`config.mk`:
```
export PLATFORM = sky130hd
export DESIGN_NAME = muldiv_seq
export DESIGN_NICKNAME = d
export VERILOG_FILES = /design/src/rtl/muldiv_seq.sv
export SDC_FILE = /design/constraint.sdc
export NUM_CORES = 1
export LEC_CHECK = 0
export ABC_CLOCK_PERIOD_IN_PS = 6050
export CAP_MARGIN = 20
export CORE_ASPECT_RATIO = 2
export CORE_UTILIZATION = 60
export CTS_CLUSTER_SIZE = 28
export DETAILED_ROUTE_END_ITERATION = 10
export HOLD_SLACK_MARGIN = 0.02
export PLACE_DENSITY_LB_ADDON = 0.25
export SETUP_SLACK_MARGIN = 0.4
export SLEW_MARGIN = 20
export SYNTH_ARGS = -nofsm -noshare
export SYNTH_HDL_FRONTEND = slang
export SYNTH_SLANG_ARGS = --single-unit
```
`constraint.sdc`:
```
create_clock -name clk -period 6.05 [get_ports clk]
set_input_delay 1.21 -clock clk [delete_from_list [all_inputs] [get_ports clk]]
set_output_delay 1.21 -clock clk [all_outputs]
set_load 0.03 [all_outputs]
```
`src/rtl/muldiv_seq.sv`:
```
// muldiv_seq: iterative RV32M multiply/divide sequencer for the EX stage.
// One M-extension op per start pulse. A shared 32-iteration datapath does
// shift-add multiplication or restoring division on operand magnitudes.
// Sign fix-up and the special cases are handled in the FIX state.
// Optional feature macro: MULDIV_EARLY_OUT_EN. When it is defined, divide-by-zero,
// signed overflow and multiply-by-zero skip CALC and go straight to FIX.
module muldiv_seq #(
    parameter int XLEN = 32,
    parameter int ITER = 32
) (
    input  logic            clk,
    input  logic            rst_n,
    input  logic            start,
    input  logic [2:0]      funct3,
    input  logic [XLEN-1:0] op_a,
    input  logic [XLEN-1:0] op_b,
    input  logic            flush,
    output logic            busy,
    output logic            done,
    output logic [XLEN-1:0] result
);

    localparam int CW = $clog2(ITER);

    typedef enum logic [1:0] {
        S_IDLE = 2'd0,
        S_CALC = 2'd1,
        S_FIX  = 2'd2,
        S_DONE = 2'd3
    } state_t;

    state_t            r_state;
    logic [CW-1:0]     r_cnt;
    logic [2:0]        r_f3;
    logic [XLEN-1:0]   r_a;        // |op_a|: multiplicand, or dividend shifted out MSB-first
    logic [XLEN-1:0]   r_b;        // |op_b|: multiplier shifted out LSB-first, or divisor
    logic [XLEN-1:0]   r_a_raw;    // op_a as issued, needed for the REM-by-zero result
    logic              r_neg_q;    // negate product / quotient
    logic              r_neg_r;    // negate remainder
    logic              r_div0;
    logic              r_ovf;
    logic [2*XLEN-1:0] r_acc;      // product, or {remainder, quotient}
    logic              r_busy;
    logic              r_done;
    logic [XLEN-1:0]   r_result;

    // Issue-time operand decode (only meaningful in IDLE)
    logic              w_a_signed;
    logic              w_b_signed;
    logic              w_sign_a;
    logic              w_sign_b;
    logic [XLEN-1:0]   w_abs_a;
    logic [XLEN-1:0]   w_abs_b;
    logic              w_div0_in;
    logic              w_ovf_in;
    logic              w_early;

    assign w_a_signed = (funct3 == 3'b001) || (funct3 == 3'b010) ||
                        (funct3 == 3'b100) || (funct3 == 3'b110);
    assign w_b_signed = (funct3 == 3'b001) || (funct3 == 3'b100) || (funct3 == 3'b110);
    assign w_sign_a   = w_a_signed & op_a[XLEN-1];
    assign w_sign_b   = w_b_signed & op_b[XLEN-1];
    assign w_abs_a    = w_sign_a ? -op_a : op_a;
    assign w_abs_b    = w_sign_b ? -op_b : op_b;
    assign w_div0_in  = (op_b == '0);
    assign w_ovf_in   = ((funct3 == 3'b100) || (funct3 == 3'b110)) &&
                        (op_a == {1'b1, {(XLEN-1){1'b0}}}) && (op_b == '1);

`ifdef MULDIV_EARLY_OUT_EN
    assign w_early = w_div0_in | w_ovf_in | (~funct3[2] & (op_a == '0));
`else
    assign w_early = 1'b0;
`endif

    // Multiply step: add the multiplicand into the high half when the current
    // multiplier bit is set, then shift the 64-bit product right by one.
    logic [XLEN:0]     w_mul_sum;
    logic [2*XLEN-1:0] w_mul_next;

    assign w_mul_sum  = {1'b0, r_acc[2*XLEN-1:XLEN]} + {1'b0, (r_b[0] ? r_a : {XLEN{1'b0}})};
    assign w_mul_next = {w_mul_sum, r_acc[XLEN-1:1]};

    // Divide step: shift {rem, dividend} left by one and trial-subtract the
    // divisor. The shifted remainder is one bit wider than XLEN, so the compare
    // is done at XLEN+1 bits; the difference itself always fits in XLEN bits.
    logic [XLEN:0]     w_rem_sh;
    logic              w_q_bit;
    logic [XLEN-1:0]   w_sub;
    logic [XLEN-1:0]   w_rem_next;
    logic [2*XLEN-1:0] w_div_next;

    assign w_rem_sh   = {r_acc[2*XLEN-1:XLEN], r_a[XLEN-1]};
    assign w_q_bit    = (w_rem_sh >= {1'b0, r_b});
    assign w_sub      = w_rem_sh[XLEN-1:0] - r_b;
    assign w_rem_next = w_q_bit ? w_sub : w_rem_sh[XLEN-1:0];
    assign w_div_next = {w_rem_next, r_acc[XLEN-2:0], w_q_bit};

    // Sign fix-up and result selection, including the special-case overrides
    logic [2*XLEN-1:0] w_prod;
    logic [XLEN-1:0]   w_quo;
    logic [XLEN-1:0]   w_rem;
    logic [XLEN-1:0]   w_fix_result;

    assign w_prod = r_neg_q ? -r_acc : r_acc;
    assign w_quo  = r_neg_q ? -r_acc[XLEN-1:0] : r_acc[XLEN-1:0];
    assign w_rem  = r_neg_r ? -r_acc[2*XLEN-1:XLEN] : r_acc[2*XLEN-1:XLEN];

    // Pick the architectural result for the latched op
    always_comb begin
        w_fix_result = '0;
        case (r_f3)
            3'b000:                   w_fix_result = w_prod[XLEN-1:0];
            3'b001, 3'b010, 3'b011:   w_fix_result = w_prod[2*XLEN-1:XLEN];
            3'b100: begin
                if (r_div0)           w_fix_result = '1;
                else if (r_ovf)       w_fix_result = {1'b1, {(XLEN-1){1'b0}}};
                else                  w_fix_result = w_quo;
            end
            3'b101:                   w_fix_result = r_div0 ? '1 : w_quo;
            3'b110: begin
                if (r_div0)           w_fix_result = r_a_raw;
                else if (r_ovf)       w_fix_result = '0;
                else                  w_fix_result = w_rem;
            end
            3'b111:                   w_fix_result = r_div0 ? r_a_raw : w_rem;
            default:                  w_fix_result = '0;
        endcase
    end

    // Sequencer FSM with registered busy/done/result
    always_ff @(posedge clk or negedge rst_n) begin
        if (!rst_n) begin
            r_state  <= S_IDLE;
            r_cnt    <= '0;
            r_f3     <= '0;
            r_a      <= '0;
            r_b      <= '0;
            r_a_raw  <= '0;
            r_neg_q  <= 1'b0;
            r_neg_r  <= 1'b0;
            r_div0   <= 1'b0;
            r_ovf    <= 1'b0;
            r_acc    <= '0;
            r_busy   <= 1'b0;
            r_done   <= 1'b0;
            r_result <= '0;
        end else if (flush) begin
            // Abort: back to IDLE, no done, result left untouched
            r_state <= S_IDLE;
            r_busy  <= 1'b0;
            r_done  <= 1'b0;
        end else begin
            r_done <= 1'b0;
            case (r_state)
                S_IDLE: begin
                    if (start) begin
                        r_f3    <= funct3;
                        r_a     <= w_abs_a;
                        r_b     <= w_abs_b;
                        r_a_raw <= op_a;
                        r_neg_q <= w_sign_a ^ w_sign_b;
                        r_neg_r <= w_sign_a;
                        r_div0  <= w_div0_in;
                        r_ovf   <= w_ovf_in;
                        r_acc   <= '0;
                        r_cnt   <= '0;
                        r_busy  <= 1'b1;
                        r_state <= w_early ? S_FIX : S_CALC;
                    end
                end
                S_CALC: begin
                    if (r_f3[2]) begin
                        r_acc <= w_div_next;
                        r_a   <= r_a << 1;
                    end else begin
                        r_acc <= w_mul_next;
                        r_b   <= r_b >> 1;
                    end
                    r_cnt <= r_cnt + 1'b1;
                    if (r_cnt == CW'(ITER-1)) begin
                        r_state <= S_FIX;
                    end
                end
                S_FIX: begin
                    r_result <= w_fix_result;
                    r_done   <= 1'b1;
                    r_state  <= S_DONE;
                end
                S_DONE: begin
                    r_busy  <= 1'b0;
                    r_state <= S_IDLE;
                end
                default: begin
                    r_busy  <= 1'b0;
                    r_state <= S_IDLE;
                end
            endcase
        end
    end

    assign busy   = r_busy;
    assign done   = r_done;
    assign result = r_result;

endmodule

```
### After elaboration in Yosys (flattened, before gate mapping)

Index checks and enable logic that the tools add are counted.

| storage, ports and cells | value |
|---|---|
| register bits after elaboration | 208 |
| input port bits | 71 |
| output and inout port bits | 34 |
| word-level logic and storage cells | 104 |

| cells by class | value |
|---|---|
| add/sub/neg operators | 8 |
| $lt $le $gt $ge | 1 |
| eq/ne operators | 22 |
| mux-type cells | 34 |
| bitwise logic cells | 4 |
| reduce and logical (&&, ||, !) cells | 21 |

Operators with widths:

| kind | count |
|---|---|
| 32-bit two-way mux | 16 |
| 64-bit two-way mux | 3 |
| 32-bit one-hot mux with 6 select lines | 1 |
| 32-bit negation | 4 |
| 32-bit one-hot mux with 2 select lines | 2 |
| 64-bit one-hot mux with 2 select lines | 1 |
| 32-bit == test, second input constant | 2 |
| 64-bit negation | 1 |
| 32-bit by 32-bit adder with 33-bit output | 1 |
| 33-bit by 32-bit greater-or-equal comparator with 1-bit output | 1 |
| 32-bit logical NOT | 1 |
| 32-bit subtractor | 1 |
| 3-bit == test, second input constant | 6 |
| 5-bit one-hot mux with 2 select lines | 1 |
| 3-bit by 2-bit == test with 1-bit output, second input constant | 3 |
| 2-bit one-hot mux with 4 select lines | 1 |
| 4-bit AND reduction | 2 |
| 3-bit by 1-bit == test with 1-bit output, second input constant | 2 |
| 1-bit logical OR | 6 |
| 2-bit two-way mux | 3 |
| 2-bit inequality test, second input constant | 3 |
| 3-bit inequality test, second input constant | 2 |
| 2-bit AND reduction | 3 |
| 3-bit AND reduction | 2 |
| 16 further kinds | 22 |

### Depth between registers and ports, before layout

| depth | value |
|---|---|
| word-level depth | 8 |
| mapped depth | 13 |
| gate-level depth less buffers | 12 |

### Least setup slack after synthesis

Ideal clock, no wire load.

| timing path | value |
|---|---|
| kind | input to register |
| start point | input port op_b[4] |
| end point | register r_b[30] |
| arrival time | 3.264 ns |
| required time | 5.904 ns |
| setup slack | 2.640 ns |
| cell stages on the path | 8 |
| cells stage by stage | or4_1 > nor4b_2 > and2_1 > nand3b_1 > nor4_2 > a21oi_1 > xnor2_1 > o221ai_1 |

| on the way | value |
|---|---|
| cells in the longest elaborated chain, start to end | 4 |

Ends and longest elaborated chain:

| item | line | source |
|---|---|---|
| start: declaration | 16 | `input logic [XLEN-1:0] op_b,` |
| 32-bit negation | 64 | `assign w_abs_b = w_sign_b ? -op_b : op_b;` |
| 32-bit two-way mux | 64 |  |
| 32-bit two-way mux | 156 | `if (start) begin` |
| 32-bit one-hot mux with 2 select lines | 154 | `case (r_state)` |
| end signal: assignment | 159 | `r_b <= w_abs_b;` |
| end signal: assignment | 177 | `r_b <= r_b >> 1;` |
| end: declaration | 36 | `logic [XLEN-1:0] r_b;` |

No other way between the ends. The select of a mux whose other input is x is not followed.
A chain may end at the register's enable or synchronous reset.

### Final worst setup path

| timing path | value |
|---|---|
| start point | register r_acc[32] |
| end point | register r_result[26] (netlist: result[26]) |

| on the way | value |
|---|---|
| cells in the longest elaborated chain, start to end | 5 |
| elaborated cells between the ends (all ways) | 8 |
| those cells by class | add/sub: 2; mux: 6 |

Ends and longest elaborated chain:

| item | line | source |
|---|---|---|
| start: declaration | 42 | `logic [2*XLEN-1:0] r_acc;` |
| start signal: assignment | 173 | `r_acc <= w_div_next;` |
| start signal: assignment | 176 | `r_acc <= w_mul_next;` |
| 32-bit negation | 106 | `assign w_rem = r_neg_r ? -r_acc[2*XLEN-1:XLEN] : r_acc[2*XLEN-1:XLEN];` |
| 32-bit two-way mux | 106 |  |
| 32-bit two-way mux | 122 | `else if (r_ovf) w_fix_result = '0;` |
| 32-bit two-way mux | 121 | `if (r_div0) w_fix_result = r_a_raw;` |
| 32-bit one-hot mux with 6 select lines * | 111 | `case (r_f3)` |
| end signal: assignment | 185 | `r_result <= w_fix_result;` |
| end: declaration | 45 | `logic [XLEN-1:0] r_result;` |

Every way passes the cells marked *; elsewhere a longest branch is shown, timed or not.

==> metrics <==
endpoint kind of the worst setup timing path flip-flop; Post-Syn Nets around 2400; Final Hold Vio Count 0; number of different library cells in the post-synthesis netlist slightly below 90; cts repair resizes 0; leading cell types in the layout, fill and taps excluded nand2_1 (344), o21ai_0 (227), dfrtp_1 (207); sum of routed wire length over all layers 71000 um; CTS Hold Bufs 0; IR drop worst, VDD 487 uV; upper clock frequency limit around 0.22 GHz; vias per std cell 6.91; CP startpoint kind flip-flop; initial core utilization 0.610; Total Power Consumption 0.0116 W; antenna violations before repair 4; maximum number of pins on one net before global-route repair approximately 130; layout overhead on the synthesized area 10.8%; detailed-placement wirelength estimate a little over 50000 um; cell internal power dissipation about 0.0053 W; wire length of the first global-routing pass 109000 um; final max-slew violation count 0; TritonCTS Sinks around 210; portion of the post-synthesis area used by sequential elements 0.297; fillers 2424; Die Footprint between 0.02 and 0.03 mm2; share of layout cells above drive strength 1 0.0477; Final Critical Period around 4.6 ns; result of the run complete, no violations; Global Route Usage Sum 0.496; cells along the critical path inv_1 > ha_1 > or3b_2 > nor3_1 > nand2_1 > or2_1 > o41ai_1 > o22ai_1 > o21ai_1 > a41oi_1; die height 244 um; RSZ-0062 raised after global routing false; register bit count reported by yosys roughly 210; total I/O pin count approximately 110; via count 18200; post-CTS setup buffers 0; DRC violations left 0; violation count after the first detailed-route iteration 1425; site row count 88; number of cells traversed by the worst register-to-register path 10; Post-Syn Area per Cell approximately 7.8 um2; pwr/cell area between 500 and 600 mW/mm2; routability-driven placement congestion ratio 1.10; reg-to-reg setup timing slack around 1.4 ns; Die Span X between 100 and 150 um; TritonCTS clock tree done; routed len/inst 27.0 um; area occupied by registers approximately 0.0052 mm2; count of max-cap constraint violations 0; count of port buffers added during placement roughly 100; maximum cell stage delay along the critical path between 0.7 and 0.8 ns; Net Sw Power about 0.0063 W; Setup Total Neg Slack 0 ns; Sw Ratio 0.545; endpoint required time on the critical path roughly 6.5 ns; core footprint ~0.029 mm2; GR Overflow Total 0; detailed-router iteration count before antenna repair 8; Post-Synthesis Cells ~2300; leading cell type in the layout, fill and taps excluded nand2_1; Leakage Power ~8.3 nW; area of the mapped netlist ~0.018 mm2; critical path startpoint r_acc[32]; clock latency at the later pin of the worst-skew pair roughly 0.58 ns; number of enable-type register cells in the synthesized netlist 0; Max Fanout on Critical Path 11; Slew Limit Headroom 0.162; CTS Root Buffer Type clkbuf_16; via count of the first global-routing pass 18200; CTS buffer count 22; highest-delay cell along the critical path o21ai_1; Logic pwr share 0.647; worst reg2reg path startpoint r_acc[32]; Least-Margin Pin Slew ~1.3 ns; async set-reset flop share out of synthesis 1.00; level count of the clock H-tree 1; Clk pin slew, worst setup/hold paths 0.07 ns; Clock Skew 0.0163 ns; critical path start-end classification reg2reg; clock network fraction of total power 0.120; portion of total power attributed to sequential cells 0.233; critical path data arrival time about 5.0 ns; area of the multi-input gates between 0.01 and 0.015 mm2; crit path to result[26]; maximum clock insertion buffer count 3; period utilisation layout 0.761; yosys warns 0; number of nets in the layout between 2000 and 2500; post-route ant nets 0; final setup fails 0; class of the worst hold path reg2reg; Main synth FF type dfrtp_1; capture point of the worst reg-to-reg path result[26]
Yosys cell counts, types with 7 or more instances:
| cell | instances | share of area |
|---|---|---|
| a211oi_1 | 11 | 0.0047 |
| a21o_1 | 22 | 0.0094 |
| a21oi_1 | 153 | 0.044 |
| a221o_1 | 7 | 0.0040 |
| a221oi_1 | 18 | 0.0090 |
| a22o_1 | 7 | 0.0035 |
| a31oi_1 | 21 | 0.0075 |
| and2_1 | 37 | 0.013 |
| and3_1 | 12 | 0.0043 |
| buf_1 | 10 | 0.0021 |
| clkbuf_1 | 141 | 0.030 |
| dfrtp_1 | 208 | 0.30 |
| ha_1 | 76 | 0.054 |
| inv_1 | 79 | 0.017 |
| mux2i_1 | 54 | 0.031 |
| nand2_1 | 344 | 0.074 |
| nand2b_1 | 18 | 0.0064 |
| nand3_1 | 43 | 0.012 |
| nand4_1 | 30 | 0.011 |
| nor2_1 | 146 | 0.031 |
| nor2b_1 | 7 | 0.0025 |
| nor3_1 | 39 | 0.011 |
| nor4_1 | 24 | 0.0086 |
| o211ai_1 | 18 | 0.0077 |
| o21a_1 | 10 | 0.0043 |
| o21ai_0 | 229 | 0.065 |
| o21ai_1 | 9 | 0.0026 |
| o21bai_1 | 9 | 0.0039 |
| o221ai_1 | 25 | 0.012 |
| o22ai_1 | 8 | 0.0029 |
| o31ai_1 | 69 | 0.030 |
| o41ai_1 | 16 | 0.0080 |
| or2_2 | 7 | 0.0025 |
| or3_1 | 22 | 0.0079 |
| or4_1 | 16 | 0.0069 |
| xnor2_1 | 110 | 0.055 |
| xor2_1 | 83 | 0.041 |
critical path: cells and delay by family (launching register included):
family,cells,cell delay [ns]
adder cells (fa/ha/maj),1,0.24
AO/OA/AOI/OAI,4,1.50
flip-flops,1,0.65
buffers and inverters,1,0.20
AND/OR/NAND/NOR,4,1.84
power groups by stage:
| stage | combinational (W) | clock [W] | sequential, W |
|---|---|---|---|
| after floorplan | 0.00509 | 0 | 0.00243 |
| after global placement | 0.00708 | 0 | 0.00264 |
| after detailed placement | 0.00719 | 0 | 0.00266 |
| after CTS | 0.00723 | 0.00138 | 0.00264 |
| after global routing | 0.00809 | 0.00145 | 0.00276 |
| final | 0.00753 | 0.00140 | 0.00271 |
routing by layer:
metal / vias up / track usage / wire length [um]
li1: 8109 / - / -
met1: 8498 / 0.440 / 21200
met2: 1041 / 0.793 / 34000
met3: 521 / 0.219 / 6620
met4: 6 / 0.503 / 9040
met5: - / 0.0417 / 139
final cells by class:
cell class / count / area share
Multi-Input combinational cell: 1803 / 0.591
Sequential cell: 208 / 0.268
Timing Repair Buffer: 132 / 0.0653
Clock buffer: 38 / 0.0356
Tap cell: 360 / 0.0232
Inverter: 82 / 0.0158
Clock inverter: 2 / 0.000644
Antenna cell: 4 / 0.000515
state kept, by name, indices dropped and copies added (netlist names), 2 cells and up:
name	count
r_a	32
r_b	32
r_state	2
r_acc	64
result	32
r_cnt	5
r_a_raw	32
r_f3	3
worst min path at each step:
stage,depth (start not counted),endpoint,slack (ns),from
6_report,2,r_a_raw[5],0.47,r_a_raw[5]
5_1_grt,2,r_a_raw[19],0.51,r_a_raw[19]
4_1_cts,2,r_a_raw[11],0.47,r_a_raw[11]
3_5_place_dp,2,r_a_raw[11],0.46,r_a_raw[11]
3_3_place_gp,2,result[3],0.46,result[3]
2_1_floorplan,2,r_a_raw[10],0.44,r_a_raw[10]
cells by family after synthesis:
kind of cell             share of synthesized area
adder cells (fa/ha/maj)                     0.0565
XOR/XNOR                                    0.0965
buffers and inverters                       0.0532
AND/OR/NAND/NOR                              0.211
flip-flops                                   0.297
multiplexers                                0.0341
AO/OA/AOI/OAI                                0.252
metrics by stage:
step / utilization / setup WS [ns] / std cells / instance area [um2] / hold WS [ns]
finish: 0.676 / 1.44 / 2629 / 19400 / 0.472
global route: 0.676 / 1.38 / 2626 / 19400 / 0.505
global placement: 0.650 / 1.59 / 2585 / 18700 / 0.455
CTS: 0.674 / 1.73 / 2625 / 19400 / 0.475
detailed placement: 0.650 / 1.53 / 2585 / 18700 / 0.459
floorplan: - / 2.64 / 2253 / 17500 / 0.440
(Power assumes the default switching activity.)
